===== src/rtl/display_pkg.sv =====
// Shared glyph codes, input encodings and FSM state type for the 7-segment
// message display, plus the message-text lookup.
package display_pkg;

  localparam int MSG_LEN = 6;

  localparam logic [4:0] G_0     = 5'd0;
  localparam logic [4:0] G_1     = 5'd1;
  localparam logic [4:0] G_2     = 5'd2;
  localparam logic [4:0] G_3     = 5'd3;
  localparam logic [4:0] G_N     = 5'd4;
  localparam logic [4:0] G_I     = 5'd5;
  localparam logic [4:0] G_V     = 5'd6;
  localparam logic [4:0] G_E     = 5'd7;
  localparam logic [4:0] G_L     = 5'd8;
  localparam logic [4:0] G_C     = 5'd9;
  localparam logic [4:0] G_U     = 5'd10;
  localparam logic [4:0] G_D     = 5'd11;
  localparam logic [4:0] G_R     = 5'd12;
  localparam logic [4:0] G_P     = 5'd13;
  localparam logic [4:0] G_BLANK = 5'd31;

  localparam logic [1:0] MSG_NIVEL  = 2'd0;
  localparam logic [1:0] MSG_VENCEU = 2'd1;
  localparam logic [1:0] MSG_PERDEU = 2'd2;
  localparam logic [1:0] MSG_BLANK  = 2'd3;

  localparam logic [1:0] MODE_STATIC = 2'd0;
  localparam logic [1:0] MODE_SCROLL = 2'd1;
  localparam logic [1:0] MODE_BLINK  = 2'd2;

  typedef enum logic [1:0] {
    ST_IDLE   = 2'd0,
    ST_STATIC = 2'd1,
    ST_SCROLL = 2'd2,
    ST_BLINK  = 2'd3
  } state_t;

  // Glyph at character position idx (0 = leftmost) of the selected message.
  function automatic logic [4:0] msg_char(input logic [1:0] msg,
                                          input logic [1:0] lvl,
                                          input logic [2:0] idx);
    logic [4:0] lvl_g;
    logic [4:0] ch;
    case (lvl)
      2'd0:    lvl_g = G_0;
      2'd1:    lvl_g = G_1;
      2'd2:    lvl_g = G_2;
      default: lvl_g = G_3;
    endcase
    ch = G_BLANK;
    case (msg)
      MSG_NIVEL: begin
        case (idx)
          3'd0:    ch = G_N;
          3'd1:    ch = G_I;
          3'd2:    ch = G_V;
          3'd3:    ch = G_E;
          3'd4:    ch = G_L;
          3'd5:    ch = lvl_g;
          default: ch = G_BLANK;
        endcase
      end
      MSG_VENCEU: begin
        case (idx)
          3'd0:    ch = G_V;
          3'd1:    ch = G_E;
          3'd2:    ch = G_N;
          3'd3:    ch = G_C;
          3'd4:    ch = G_E;
          3'd5:    ch = G_U;
          default: ch = G_BLANK;
        endcase
      end
      MSG_PERDEU: begin
        case (idx)
          3'd0:    ch = G_P;
          3'd1:    ch = G_E;
          3'd2:    ch = G_R;
          3'd3:    ch = G_D;
          3'd4:    ch = G_E;
          3'd5:    ch = G_U;
          default: ch = G_BLANK;
        endcase
      end
      default: ch = G_BLANK;
    endcase
    return ch;
  endfunction

endpackage


===== src/rtl/display_glyph_rom.sv =====
// Combinational glyph-code to segment lookup, {g,f,e,d,c,b,a} active-high.
module display_glyph_rom
  import display_pkg::*;
(
  input  logic [4:0] code,
  output logic [6:0] seg
);

  always_comb begin
    seg = 7'b0000000;
    case (code)
      G_0:     seg = 7'b0111111;
      G_1:     seg = 7'b0000110;
      G_2:     seg = 7'b1011011;
      G_3:     seg = 7'b1001111;
      G_N:     seg = 7'b0110111;
      G_I:     seg = 7'b0000100;
      G_V:     seg = 7'b0111110;
      G_E:     seg = 7'b1111001;
      G_L:     seg = 7'b0111000;
      G_C:     seg = 7'b1011000;
      G_U:     seg = 7'b0011100;
      G_D:     seg = 7'b1011110;
      G_R:     seg = 7'b1010000;
      G_P:     seg = 7'b1110011;
      default: seg = 7'b0000000;
    endcase
  end

endmodule


===== src/rtl/display_msg_ctrl.sv =====
// Message controller for an N-digit 7-segment display: static, scrolling or
// blinking rendering of one of three 6-character messages.
module display_msg_ctrl
  import display_pkg::*;
#(
  parameter int N_DIGITS  = 6,
  parameter int TICK_DIV  = 25000000,
  parameter int BLINK_DIV = 12500000
) (
  input  logic                  clock,
  input  logic                  reset_n,
  input  logic                  load,
  input  logic [1:0]            msg_sel,
  input  logic [1:0]            level,
  input  logic [1:0]            mode,
  output logic [7*N_DIGITS-1:0] hex_flat,
  output logic                  busy,
  output logic                  wrap,
  output logic [1:0]            state_dbg
);

  localparam int PAD_LEN = MSG_LEN + N_DIGITS;
  localparam int OFF_W   = $clog2(PAD_LEN);
  localparam int TICK_W  = $clog2(TICK_DIV);
  localparam int BLINK_W = $clog2(BLINK_DIV);

  localparam logic [OFF_W-1:0]   OFF_LAST   = OFF_W'(PAD_LEN - 1);
  localparam logic [TICK_W-1:0]  TICK_LAST  = TICK_W'(TICK_DIV - 1);
  localparam logic [BLINK_W-1:0] BLINK_LAST = BLINK_W'(BLINK_DIV - 1);
  localparam logic [OFF_W:0]     PAD_LEN_W  = (OFF_W+1)'(PAD_LEN);
  localparam logic [OFF_W:0]     MSG_LEN_W  = (OFF_W+1)'(MSG_LEN);

  logic [1:0]            rst_sync;
  logic                  rst_n_int;
  state_t                state, state_nxt;
  logic [TICK_W-1:0]     tick_cnt;
  logic [BLINK_W-1:0]    blink_cnt;
  logic                  blink_phase;
  logic [OFF_W-1:0]      offset;
  logic [1:0]            msg_q;
  logic [1:0]            level_q;
  logic                  show;
  logic                  wrap_nxt;
  logic [OFF_W-1:0]      win_base;
  logic [7*N_DIGITS-1:0] segs;

  // Assert asynchronously, release two edges after reset_n rises.
  always_ff @(posedge clock or negedge reset_n) begin
    if (!reset_n) rst_sync <= 2'b00;
    else          rst_sync <= {rst_sync[0], 1'b1};
  end
  assign rst_n_int = rst_sync[1];

  always_ff @(posedge clock or negedge rst_n_int) begin
    if (!rst_n_int) state <= ST_IDLE;
    else            state <= state_nxt;
  end

  // load is a single-cycle strobe; it overrides whatever is in progress.
  always_comb begin
    state_nxt = state;
    if (load) begin
      if (msg_sel == MSG_BLANK) begin
        state_nxt = ST_IDLE;
      end else begin
        case (mode)
          MODE_STATIC: state_nxt = ST_STATIC;
          MODE_SCROLL: state_nxt = ST_SCROLL;
          MODE_BLINK:  state_nxt = ST_BLINK;
          default:     state_nxt = ST_STATIC;
        endcase
      end
    end
  end

  assign state_dbg = state;

  always_ff @(posedge clock or negedge rst_n_int) begin
    if (!rst_n_int) begin
      tick_cnt    <= '0;
      blink_cnt   <= '0;
      blink_phase <= 1'b0;
      offset      <= '0;
      msg_q       <= 2'd0;
      level_q     <= 2'd0;
    end else if (load) begin
      tick_cnt    <= '0;
      blink_cnt   <= '0;
      blink_phase <= 1'b0;
      offset      <= '0;
      msg_q       <= msg_sel;
      level_q     <= level;
    end else begin
      case (state)
        ST_SCROLL: begin
          if (tick_cnt == TICK_LAST) begin
            tick_cnt <= '0;
            offset   <= (offset == OFF_LAST) ? '0 : offset + OFF_W'(1);
          end else begin
            tick_cnt <= tick_cnt + TICK_W'(1);
          end
        end
        ST_BLINK: begin
          if (blink_cnt == BLINK_LAST) begin
            blink_cnt   <= '0;
            blink_phase <= ~blink_phase;
          end else begin
            blink_cnt <= blink_cnt + BLINK_W'(1);
          end
        end
        default: begin
          tick_cnt    <= '0;
          blink_cnt   <= '0;
          blink_phase <= 1'b0;
          offset      <= '0;
        end
      endcase
    end
  end

  assign show = (state == ST_STATIC) || (state == ST_SCROLL) ||
                ((state == ST_BLINK) && !blink_phase);
  assign win_base = (state == ST_SCROLL) ? offset : '0;
  assign wrap_nxt = !load && (state == ST_SCROLL) &&
                    (tick_cnt == TICK_LAST) && (offset == OFF_LAST);

  // Digit i shows window position N_DIGITS-1-i of the padded string.
  for (genvar i = 0; i < N_DIGITS; i++) begin : g_digit
    localparam int J = N_DIGITS - 1 - i;
    logic [OFF_W:0] sum;
    logic [OFF_W:0] pos;
    logic [4:0]     ch;
    assign sum = {1'b0, win_base} + (OFF_W+1)'(J);
    assign pos = (sum >= PAD_LEN_W) ? sum - PAD_LEN_W : sum;
    assign ch  = (show && (pos < MSG_LEN_W)) ? msg_char(msg_q, level_q, pos[2:0])
                                             : G_BLANK;
    display_glyph_rom u_rom (
      .code (ch),
      .seg  (segs[7*i +: 7])
    );
  end

  always_ff @(posedge clock or negedge rst_n_int) begin
    if (!rst_n_int) begin
      hex_flat <= '0;
      busy     <= 1'b0;
      wrap     <= 1'b0;
    end else begin
      hex_flat <= segs;
      busy     <= (state != ST_IDLE);
      wrap     <= wrap_nxt;
    end
  end

endmodule


===== config.mk =====
export PLATFORM = sky130hd
export DESIGN_NAME = display_msg_ctrl
export DESIGN_NICKNAME = d
export VERILOG_FILES = /design/src/rtl/display_pkg.sv /design/src/rtl/display_glyph_rom.sv /design/src/rtl/display_msg_ctrl.sv
export SDC_FILE = /design/constraint.sdc
export NUM_CORES = 1
export LEC_CHECK = 0
export CAP_MARGIN = 20
export CELL_PAD_IN_SITES_DETAIL_PLACEMENT = 0
export CELL_PAD_IN_SITES_GLOBAL_PLACEMENT = 1
export CORE_AREA = 3 3 135 137
export CTS_CLUSTER_DIAMETER = 120
export CTS_CLUSTER_SIZE = 20
export DETAILED_ROUTE_END_ITERATION = 10
export DIE_AREA = 0 0 138 140
export DONT_BUFFER_PORTS = 1
export GPL_TIMING_DRIVEN = 1
export PLACE_DENSITY = 0.81
export SLEW_MARGIN = 20
export SYNTH_ARGS = -nofsm -noshare
export SYNTH_HDL_FRONTEND = slang
export SYNTH_SLANG_ARGS = --single-unit

===== constraint.sdc =====
create_clock -name clock -period 8.7 [get_ports clock]
set_input_delay 1.74 -clock clock [delete_from_list [all_inputs] [get_ports clock]]
set_output_delay 1.74 -clock clock [all_outputs]
set_load 0.1 [all_outputs]

==> metrics.txt <==
# rows=48; Net Sw Power=0.000970 W; Req. time, crit path=approximately 9.0 ns; dpl ws=2.00 ns; Mean Syn Cell Area=between 8 and 9 um2; number of global-route vias before repair=6,669; FMAX=0.147 GHz; ys async rst share=100%; core area=0.0172 mm2; postcts setup bufs=0; post-synthesis cell type count=90; clock skew=0.00716 ns; initial antenna violation count=0; Syn Nets=1,086; Sink Count=approximately 110; final setup violation count=0; Worst Path Arrival=7.05 ns; Synth Register Bits=106; Syn Inst Count=1,016; yosys warns=0; power share of the combinational group=22.4%; Layout Cells excl Fill=1,213; Avg WL per Cell=17.7 um; area delta synth->final=4.53%; PnR worst setup slack=1.91 ns; min Tclk post-route=around 6.8 ns; most common cell after layout, fill and taps aside=nand2_1; drt pass-1 iters=5; CTS Buffer Depth=2; most frequent cells in the layout=nand2_1 (129), nor2_1 (121), dfrtp_1 (105); CTS tree=done; filler cell count=roughly 1.7k; Final ANT Viol Nets=0; dpl cells=about 1.2k; vias=7,233; CTS clk-pin slew, worst paths=0.08 ns; Overflow after GRT=0; number of synthesized flops with an enable pin=0; Nets=between 1k and 1.5k; Switching Fraction=52.0%; area of the mapped netlist=approximately 0.0083 mm2; GRT Overall Usage=21.9%; Critical Path Start Type=flip-flop; Placer Congestion=0.938; CP max FO=22; DR vias/cell=a little under 6; Worst slew margin=29.8%; hold_buf cts=0; pin count of the biggest net entering global routing=slightly above 70; wire length of the first global-routing pass=35,500 um; WS Path Type=flip-flop to flip-flop; dominant synthesized flop cell=dfrtp_1; aggregate negative setup slack=0 ns; cell-internal power=0.000897 W; drt total wl=21,500 um; clk root buf=clkbuf_16; status=finished, final reports clean; HP Class=flip-flop to asynchronous set/reset pin; Worst-Margin Slew=approximately 1.0 ns; # IOs=55; chip height=roughly 140 um; Worst Hold Slack=between 0.2 and 0.3 ns; critical path capture point type=flip-flop; Max VDD drop=between 0.00015 and 0.0002 V; I/O Buffers=0; DRC viols=0; CTS resizes=0; crit share post-route=78.0%; Max-Cap Viols=0; clock latency on the worst-skew pair=0.36 ns; drt first-iter violations=just under 700; number of diodes=0; Num CTS Buffers=9; total die area=about 0.019 mm2; Slew Viols, Final=0; register share of total power=56.0%; initial core utilization=between 40% and 50%; Final Hold Vio Count=0; CTS H-tree depth=3; clock share of power=21.6%; leakage power=around 3.7 nW; hpwl dp=about 15,000 um; share of layout cells above drive strength 1=7.19%; Power Dens Cells=214 mW/mm2; unrepaired setup endpoints after global routing=no; sequential share of the synthesized area=31.8%; Die X=~140 um
kinds of logic after synthesis:
| family | after synthesis | share of synthesized area [%] |
|---|---|---|
| AND/OR/NAND/NOR | 413 | 23.1 |
| flip-flops | 106 | 31.8 |
| multiplexers | 36 | 4.44 |
| AO/OA/AOI/OAI | 272 | 22.2 |
| other | 1 | 0.0450 |
| buffers and inverters | 93 | 5.01 |
| XOR/XNOR | 34 | 4.19 |
| adder cells (fa/ha/maj) | 61 | 9.15 |
layout make-up:
cell class / instances / area [um2] / share of cell area, %
clock buffers: 10 / 229 / 2.63
clock inverters: 6 / 51.3 / 0.588
inverters: 43 / 164 / 1.88
repair buffers: 6 / 45.0 / 0.517
well taps: 225 / 282 / 3.23
flip-flops and latches: 106 / 2660 / 30.5
multi-input cells: 817 / 5290 / 60.7
worst max-delay path, stage by stage (launching register included):
cell       delay (ns)
dfrtp_1          0.98
ha_1             0.28
buf_4            0.27
and2_1           0.65
clkinv_1         0.60
ha_1             0.68
a21boi_0         0.27
nor2_1           0.13
ha_1             0.26
nand2_1          0.12
a41oi_1          0.23
mux2i_1          0.12
a2111oi_0        0.74
o221ai_2         0.37
inv_1            0.29
ha_1             0.21
mux2_2           0.15
nor2_1           0.04
a311oi_1         0.27
path summary, 6_finish.rpt:
path / slack (ns) / depth (start not counted) / to / startpoint
min in group clock: 0.36 / 0 / rst_sync[1] / rst_sync[0]
min reg2reg: 0.28 / 0 / hex_flat[18] / rst_sync[1]
max: 1.91 / 18 / hex_flat[15] / state_dbg[1]
min: 0.28 / 0 / hex_flat[18] / rst_sync[1]
max reg2reg: 1.91 / 18 / hex_flat[15] / state_dbg[1]
max in group asynchronous: 7.16 / 1 / hex_flat[5] / rst_sync[1]
power by group through the flow:
| stage | logic (W) | clock network, W | registers (W) |
|---|---|---|---|
| 3_3_place_gp | 0.000411 | 0 | 0.00106 |
| 3_5_place_dp | 0.000414 | 0 | 0.00106 |
| 6_report | 0.000419 | 0.000403 | 0.00105 |
| 4_1_cts | 0.000415 | 0.000412 | 0.00105 |
| 2_1_floorplan | 0.000334 | 0 | 0.00105 |
| 5_1_grt | 0.000475 | 0.000433 | 0.00105 |
cells in the mapped netlist (all sizes together), types with 15 or more instances:
master,instances,area [um2]
buf,21,145
clkbuf,29,109
nand3,41,205
nor2,122,460
xnor2,15,169
mux2i,28,280
nand2,133,514
o21ai,87,435
a21oi,60,300
a211oi,15,135
inv,39,149
dfrtp,106,2650
nand4,15,93.8
xor2,18,158
nor3,31,178
ha,61,763
through the flow:
| stage | utilization [%] | total power (W) | area [um2] |
|---|---|---|---|
| 6_report | 50.8 | 0.00187 | 8720 |
| 5_1_grt | 50.8 | 0.00196 | 8720 |
| 4_1_cts | 50.7 | 0.00188 | 8700 |
| 3_5_place_dp | 49.0 | 0.00147 | 8420 |
| 3_3_place_gp | 49.0 | 0.00147 | 8420 |
| 2_1_floorplan | - | 0.00138 | 8340 |
state kept, by name, indices dropped and copies added, names as in the netlist:
signal       count
hex_flat        42
tick_cnt        25
level_q          2
busy             1
blink_cnt       24
state_dbg        2
msg_q            2
rst_sync         2
wrap             1
offset           4
blink_phase      1
per-layer routing:
layer / routed length [um] / share of wire (%) / GRT usage (%)
met5: 0 / 0 / 0
met4: 319 / 1.5 / 6.34
met3: 1470 / 6.8 / 3.82
met2: 9270 / 43 / 32.1
met1: 10400 / 49 / 33.1
Power figures use the tool's default switching activity.
